## config.mk

```make
export PLATFORM = sky130hd
export DESIGN_NAME = dsp_div_flat
export DESIGN_NICKNAME = d
export VERILOG_FILES = /design/src/rtl/dsp_pkg.sv /design/src/rtl/dsp_div_if.sv /design/src/rtl/dsp_div_step.sv /design/src/rtl/dsp_div.sv /design/src/flat_wrapper.sv
export SDC_FILE = /design/constraint.sdc
export NUM_CORES = 1
export LEC_CHECK = 0
export CORE_UTILIZATION = 55
export CTS_CLUSTER_SIZE = 24
export DETAILED_ROUTE_END_ITERATION = 6
export PLACE_DENSITY = 0.87
export SYNTH_ARGS = -nofsm -noshare
export SYNTH_HDL_FRONTEND = slang
export SYNTH_SLANG_ARGS = --single-unit
export TNS_END_PERCENT = 30
```

## constraint.sdc

```tcl
create_clock -name clk -period 4.4 [get_ports clk]
set_input_delay 0.88 -clock clk [delete_from_list [all_inputs] [get_ports clk]]
set_output_delay 0.88 -clock clk [all_outputs]
set_load 0.01 [all_outputs]
```

## src/rtl/dsp_pkg.sv

```systemverilog
// rtl/dsp_pkg.sv - shared dsp datapath constants, divider command codes and state type
package dsp_pkg;

  localparam int DSP_WIDTH = 32;

  localparam logic [1:0] CMD_DIVU = 2'd0;
  localparam logic [1:0] CMD_DIV  = 2'd1;

  typedef enum logic [2:0] {
    IDLE,
    PREP,
    ITER,
    FIX,
    DONE
  } div_state_t;

endpackage

```

## src/rtl/dsp_div_if.sv

```systemverilog
// rtl/dsp_div_if.sv - request/response handshake bundle for the iterative divider
interface dsp_div_if
  import dsp_pkg::*;
#(
  parameter int WIDTH = DSP_WIDTH
);
  logic               req_valid;
  logic               req_ready;
  logic [1:0]         req_command;
  logic [WIDTH-1:0]   req_in_1;
  logic [WIDTH-1:0]   req_in_2;
  logic               resp_valid;
  logic               resp_ready;
  logic [2*WIDTH-1:0] resp_result;

  modport master (
    output req_valid, req_command, req_in_1, req_in_2, resp_ready,
    input  req_ready, resp_valid, resp_result
  );

  modport slave (
    input  req_valid, req_command, req_in_1, req_in_2, resp_ready,
    output req_ready, resp_valid, resp_result
  );
endinterface

```

## src/rtl/dsp_div_step.sv

```systemverilog
// rtl/dsp_div_step.sv - one combinational restoring-division iteration
module dsp_div_step
  import dsp_pkg::*;
#(
  parameter int WIDTH = DSP_WIDTH
) (
  input  logic [WIDTH:0]   rem,
  input  logic [WIDTH-1:0] quo,
  input  logic [WIDTH-1:0] divisor,
  output logic [WIDTH:0]   rem_next,
  output logic [WIDTH-1:0] quo_next
);

  logic [WIDTH+1:0] shifted;
  logic [WIDTH+1:0] diff;

  // Extra top bit makes the borrow of the trial subtract visible as a sign.
  always_comb begin
    shifted = {rem, quo[WIDTH-1]};
    diff    = shifted - {2'b00, divisor};
    if (diff[WIDTH+1]) begin
      rem_next = shifted[WIDTH:0];
      quo_next = {quo[WIDTH-2:0], 1'b0};
    end else begin
      rem_next = diff[WIDTH:0];
      quo_next = {quo[WIDTH-2:0], 1'b1};
    end
  end

endmodule

```

## src/rtl/dsp_div.sv

```systemverilog
// rtl/dsp_div.sv - iterative radix-2 restoring divider, signed/unsigned, fixed latency
module dsp_div
  import dsp_pkg::*;
#(
  parameter int WIDTH = DSP_WIDTH,
  parameter int CNT_W = 6
) (
  input  logic     clk,
  input  logic     reset,
  dsp_div_if.slave bus
);

  div_state_t state, state_next;

  logic [WIDTH-1:0]   a_raw, b_raw;
  logic [1:0]         cmd;
  logic [WIDTH-1:0]   divisor;
  logic [WIDTH:0]     rem;
  logic [WIDTH-1:0]   quo;
  logic [CNT_W-1:0]   cnt;
  logic               neg_q, neg_r, div0;
  logic [2*WIDTH-1:0] result;

  logic               is_signed;
  logic [WIDTH-1:0]   mag_a, mag_b;
  logic [WIDTH:0]     step_rem;
  logic [WIDTH-1:0]   step_quo;
  logic [WIDTH-1:0]   fix_q, fix_r;

  dsp_div_step #(.WIDTH(WIDTH)) u_step (
    .rem      (rem),
    .quo      (quo),
    .divisor  (divisor),
    .rem_next (step_rem),
    .quo_next (step_quo)
  );

  always_ff @(posedge clk) begin
    if (!reset) state <= IDLE;
    else        state <= state_next;
  end

  always_comb begin
    state_next = state;
    unique case (state)
      IDLE: if (bus.req_valid)      state_next = PREP;
      PREP:                         state_next = ITER;
      ITER: if (cnt == '0)          state_next = FIX;
      FIX:                          state_next = DONE;
      DONE: if (bus.resp_ready)     state_next = IDLE;
      default:                      state_next = IDLE;
    endcase
  end

  assign bus.req_ready   = (state == IDLE) && reset;
  assign bus.resp_valid  = (state == DONE);
  assign bus.resp_result = result;

  // Reserved command codes fall through to unsigned. The magnitude of
  // min_int wraps to itself, which is exactly 2**(WIDTH-1) read unsigned.
  always_comb begin
    is_signed = (cmd == CMD_DIV);
    mag_a     = (is_signed && a_raw[WIDTH-1]) ? -a_raw : a_raw;
    mag_b     = (is_signed && b_raw[WIDTH-1]) ? -b_raw : b_raw;
    fix_q     = neg_q ? -quo : quo;
    fix_r     = neg_r ? -rem[WIDTH-1:0] : rem[WIDTH-1:0];
    if (div0) begin
      fix_q = '1;
      fix_r = a_raw;
    end
  end

  always_ff @(posedge clk) begin
    if (!reset) begin
      a_raw   <= '0;
      b_raw   <= '0;
      cmd     <= CMD_DIVU;
      divisor <= '0;
      rem     <= '0;
      quo     <= '0;
      cnt     <= '0;
      neg_q   <= 1'b0;
      neg_r   <= 1'b0;
      div0    <= 1'b0;
      result  <= '0;
    end else begin
      unique case (state)
        IDLE: begin
          if (bus.req_valid) begin
            a_raw <= bus.req_in_1;
            b_raw <= bus.req_in_2;
            cmd   <= bus.req_command;
          end
        end
        PREP: begin
          quo     <= mag_a;
          divisor <= mag_b;
          rem     <= '0;
          cnt     <= CNT_W'(WIDTH - 1);
          neg_q   <= is_signed && (a_raw[WIDTH-1] ^ b_raw[WIDTH-1]);
          neg_r   <= is_signed && a_raw[WIDTH-1];
          div0    <= (b_raw == '0);
        end
        ITER: begin
          rem <= step_rem;
          quo <= step_quo;
          if (cnt != '0) cnt <= cnt - 1'b1;
        end
        FIX:     result <= {fix_r, fix_q};
        default: ;
      endcase
    end
  end

endmodule

```

## src/flat_wrapper.sv

```systemverilog
// flat-port wrapper written by rule: the top's interface ports become plain ports
module dsp_div_flat import dsp_pkg::*;
#(
  parameter int WIDTH = DSP_WIDTH,
  parameter int CNT_W = 6
)
  (clk, reset, bus_req_valid, bus_req_command, bus_req_in_1, bus_req_in_2, bus_resp_ready, bus_req_ready, bus_resp_valid, bus_resp_result);
  dsp_div_if #(.WIDTH(WIDTH)) bus_i ();
  input  logic clk;
  input  logic reset;
  input wire logic [$bits(bus_i.req_valid)-1:0] bus_req_valid;
  input wire logic [$bits(bus_i.req_command)-1:0] bus_req_command;
  input wire logic [$bits(bus_i.req_in_1)-1:0] bus_req_in_1;
  input wire logic [$bits(bus_i.req_in_2)-1:0] bus_req_in_2;
  input wire logic [$bits(bus_i.resp_ready)-1:0] bus_resp_ready;
  output wire logic [$bits(bus_i.req_ready)-1:0] bus_req_ready;
  output wire logic [$bits(bus_i.resp_valid)-1:0] bus_resp_valid;
  output wire logic [$bits(bus_i.resp_result)-1:0] bus_resp_result;
  assign bus_i.req_valid = bus_req_valid;
  assign bus_i.req_command = bus_req_command;
  assign bus_i.req_in_1 = bus_req_in_1;
  assign bus_i.req_in_2 = bus_req_in_2;
  assign bus_i.resp_ready = bus_resp_ready;
  assign bus_req_ready = bus_i.req_ready;
  assign bus_resp_valid = bus_i.resp_valid;
  assign bus_resp_result = bus_i.resp_result;
  dsp_div #(.WIDTH(WIDTH), .CNT_W(CNT_W)) u_core (.clk(clk), .reset(reset), .bus(bus_i));
endmodule
```

==> results.json <==
{
  "status": "complete, no violations",
  "cts_inserted_buffers": 26,
  "p_leak_nw": 5.91,
  "postCtsHoldBufs": 0,
  "synthesis.nets": 1830,
  "ff_latch_area_um2": 4790,
  "hold_viol": 0,
  "worst-setup-path-type": "register to register",
  "synthMuxAreaShare_pct": 2.19,
  "synth_edf_count": 0,
  "fin_crit_ps": 4090,
  "std_cell_rows": 56,
  "cp.required_ps": 4770,
  "die_w_um": 157,
  "clock-root-buffer": "clkbuf_16",
  "cts_tree": "done",
  "ant_nets": 0,
  "chipHeight_um": 157,
  "grtUsageTotal_pct": 29.0,
  "fin_ws_ps": 310,
  "cp-start-kind": "register",
  "antenna_cells": 0,
  "ys_types": 67,
  "clk_pin_slew_ps": 60,
  "synth_compound_area_share_pct": 24.1,
  "cts.htree.levels": 1,
  "dpl.hpwl_um": 26100,
  "async_flop_share_pct": 0,
  "total_power_mw": 6.66,
  "pre_cts_ws_ps": 380,
  "synth.yosys.seq_area_share_pct": 36.1,
  "drt_iter0_drc": 1039,
  "multi_input_area_um2": 7850,
  "route.detailed.drc": 0,
  "period_share_pct": 93.0,
  "synth_xor_xnor_area_share_pct": 9.65,
  "cts_setup_buffers": 0,
  "hold_class": "register to register",
  "overflow": 0,
  "slew_viol_final": 0,
  "hold_ws_ps": 449,
  "grt_pass1_vias": 11401,
  "critPathCaptureType": "register",
  "pwr_density_cell_nw_per_um2": 426,
  "setup_viol": 0,
  "synth_top_family_by_area": "compound AO/OA/AOI/OAI gates",
  "gp_congestion": 0.981,
  "yosys_warnings": 0,
  "drt-pass1-iter-count": 5,
  "antenna_found_initial": 0,
  "cp.arrival_ps": 4460,
  "wl_um": 36600,
  "syn_inst": 1721,
  "insertion_delay_ps": 530,
  "port_buffers": 135,
  "synth_fa_ha_area_share_pct": 3.74,
  "start_util_pct": 56.3,
  "yosys_most_used_dff": "dfxtp_1",
  "cts.sinks": 239,
  "synth-simple-area-share_pct": 19.4,
  "yosys_register_bits": 239,
  "syn_avg_cell_area_um2": 7.70,
  "grt_setup_unrepaired": "no",
  "final_nets": 1893,
  "ir_drop_mv": 0.277,
  "tightest_slew_ps": 1280,
  "die-area_um2": 24700,
  "setup_tns_ps": 0,
  "max_cap_viol_count": 0,
  "grt_pass1_wl_um": 58000,
  "slew_headroom_pct": 14.4,
  "via_count": 12767,
  "clk_path_buf_depth": 3,
  "max_freq_mhz": 244,
  "post_cts_resized": 0,
  "layout-drive-gt1-share_pct": 4.60,
  "finClkSkew_ps": 9.97,
  "crit_fanout": 21,
  "core_area_um2": 23500,
  "ioPinCount": 136,
  "fillers": 1967,
  "post_drt_via_cell_ratio": 6.01,
  "grt_max_degree": 97,
  "synth_area_um2": 13300,
  "wl_per_cell_um": 17.2,
  "area_growth_pct": 18.0
}
[critical path: stages, from the launching register on]
cell	delay, ps
dfxtp_1	380
ha_1	440
nand4_1	150
a2111oi_0	600
nor3_1	220
a21oi_1	310
a211oi_1	140
o31ai_1	350
and3_1	750
buf_12	260
mux2i_1	200
o21ai_0	100
[sequential cells by signal, summed over array words and instances (netlist names), 3 cells and up]
name	count
u_core.divisor	32
u_core.b_raw	32
u_core.a_raw	32
u_core.cnt	6
u_core.state	3
u_core.rem	33
u_core.quo	32
u_core.bus.resp_result	64
[placed cells by master, fill, tap and decap left out, drive strengths merged, types with 7 or more instances in the layout]
master	count
a21oi	215
a211oi	35
nor2b	9
inv	55
o31ai	29
or3	16
ha	38
dfxtp	239
clkbuf	38
o41ai	15
clkdlybuf4s50	135
and2	10
a31oi	10
nand3	28
xor2	89
or4	23
o21ai	119
a21o	18
a22oi	31
xnor2	57
nor2	94
nor4	17
nand2	318
and3	7
buf	14
mux2i	29
o211ai	7
a32oi	9
nor3	20
[synthesized netlist by cell type, types with 6 or more instances]
cell	count	area, um2
a211oi_1	35	263
a21o_1	18	135
a21oi_1	215	1080
a22oi_1	31	233
a31oi_1	10	62.6
a32oi_1	9	78.8
and2_1	10	62.6
and3_1	7	43.8
buf_1	12	45.0
clkbuf_1	99	372
dfxtp_1	239	4780
ha_1	38	475
inv_1	54	203
mux2i_1	29	290
nand2_1	318	1190
nand2b_1	6	37.5
nand3_1	28	140
nor2_1	94	353
nor2b_1	9	56.3
nor3_1	19	95.1
nor4_1	17	106
o211ai_1	7	52.6
o21ai_0	118	591
o21bai_1	6	45.0
o31ai_1	29	218
o41ai_1	13	114
or3_1	14	87.6
or4_1	19	143
xnor2_1	57	499
xor2_1	89	780
[metal layers]
| layer | up-vias | GRT usage (%) | wire length, um |
|---|---|---|---|
| li1 | 6198 | - | - |
| met1 | 5946 | 37.6 | 15600 |
| met2 | 540 | 48.4 | 17000 |
| met3 | 83 | 3.88 | 2520 |
| met4 | 0 | 12.3 | 1470 |
| met5 | - | 0 | 0 |
[through the flow]
stage / util (%) / area [um2] / std cells
2_1_floorplan: - / 13300 / 1721
6_report: 66.4 / 15600 / 2123
3_5_place_dp: 62.5 / 14700 / 2075
4_1_cts: 66.4 / 15600 / 2123
3_3_place_gp: 62.5 / 14700 / 2075
5_1_grt: 66.4 / 15600 / 2123
[final timing paths]
kind	start	endpoint	slack (ps)	depth (start not counted)
max reg2reg	u_core.rem[6]$_SDFFE_PN0P_	u_core.rem[9]$_SDFFE_PN0P_	310	11
min	u_core.divisor[25]$_SDFFE_PN0P_	u_core.divisor[25]$_SDFFE_PN0P_	450	2
min reg2reg	u_core.divisor[25]$_SDFFE_PN0P_	u_core.divisor[25]$_SDFFE_PN0P_	450	2
max	u_core.rem[6]$_SDFFE_PN0P_	u_core.rem[9]$_SDFFE_PN0P_	310	11
[cells by family after synthesis]
| family | Yosys count |
|---|---|
| flops | 239 |
| simple gates | 572 |
| buf+inv | 169 |
| fa+ha+maj | 39 |
| compound gates | 527 |
| xor+xnor | 146 |
| mux | 29 |
[layout make-up]
| cell class | instances | share of cell area (%) |
|---|---|---|
| well taps | 319 | 2.55 |
| multi-input cells | 1313 | 50.2 |
| clock buffers | 38 | 4.91 |
| clock inverters | 10 | 0.889 |
| flip-flops and latches | 239 | 30.6 |
| inverters | 55 | 1.34 |
| repair buffers | 149 | 9.48 |
[power breakdown]
part | internal, mW | switching (mW)
combinational | 0.776 | 1.12
sequential | 2.30 | 0.173
clock | 1.39 | 0.900
total | 4.47 | 2.19
Note: power is estimated with default switching activity, not from simulation.
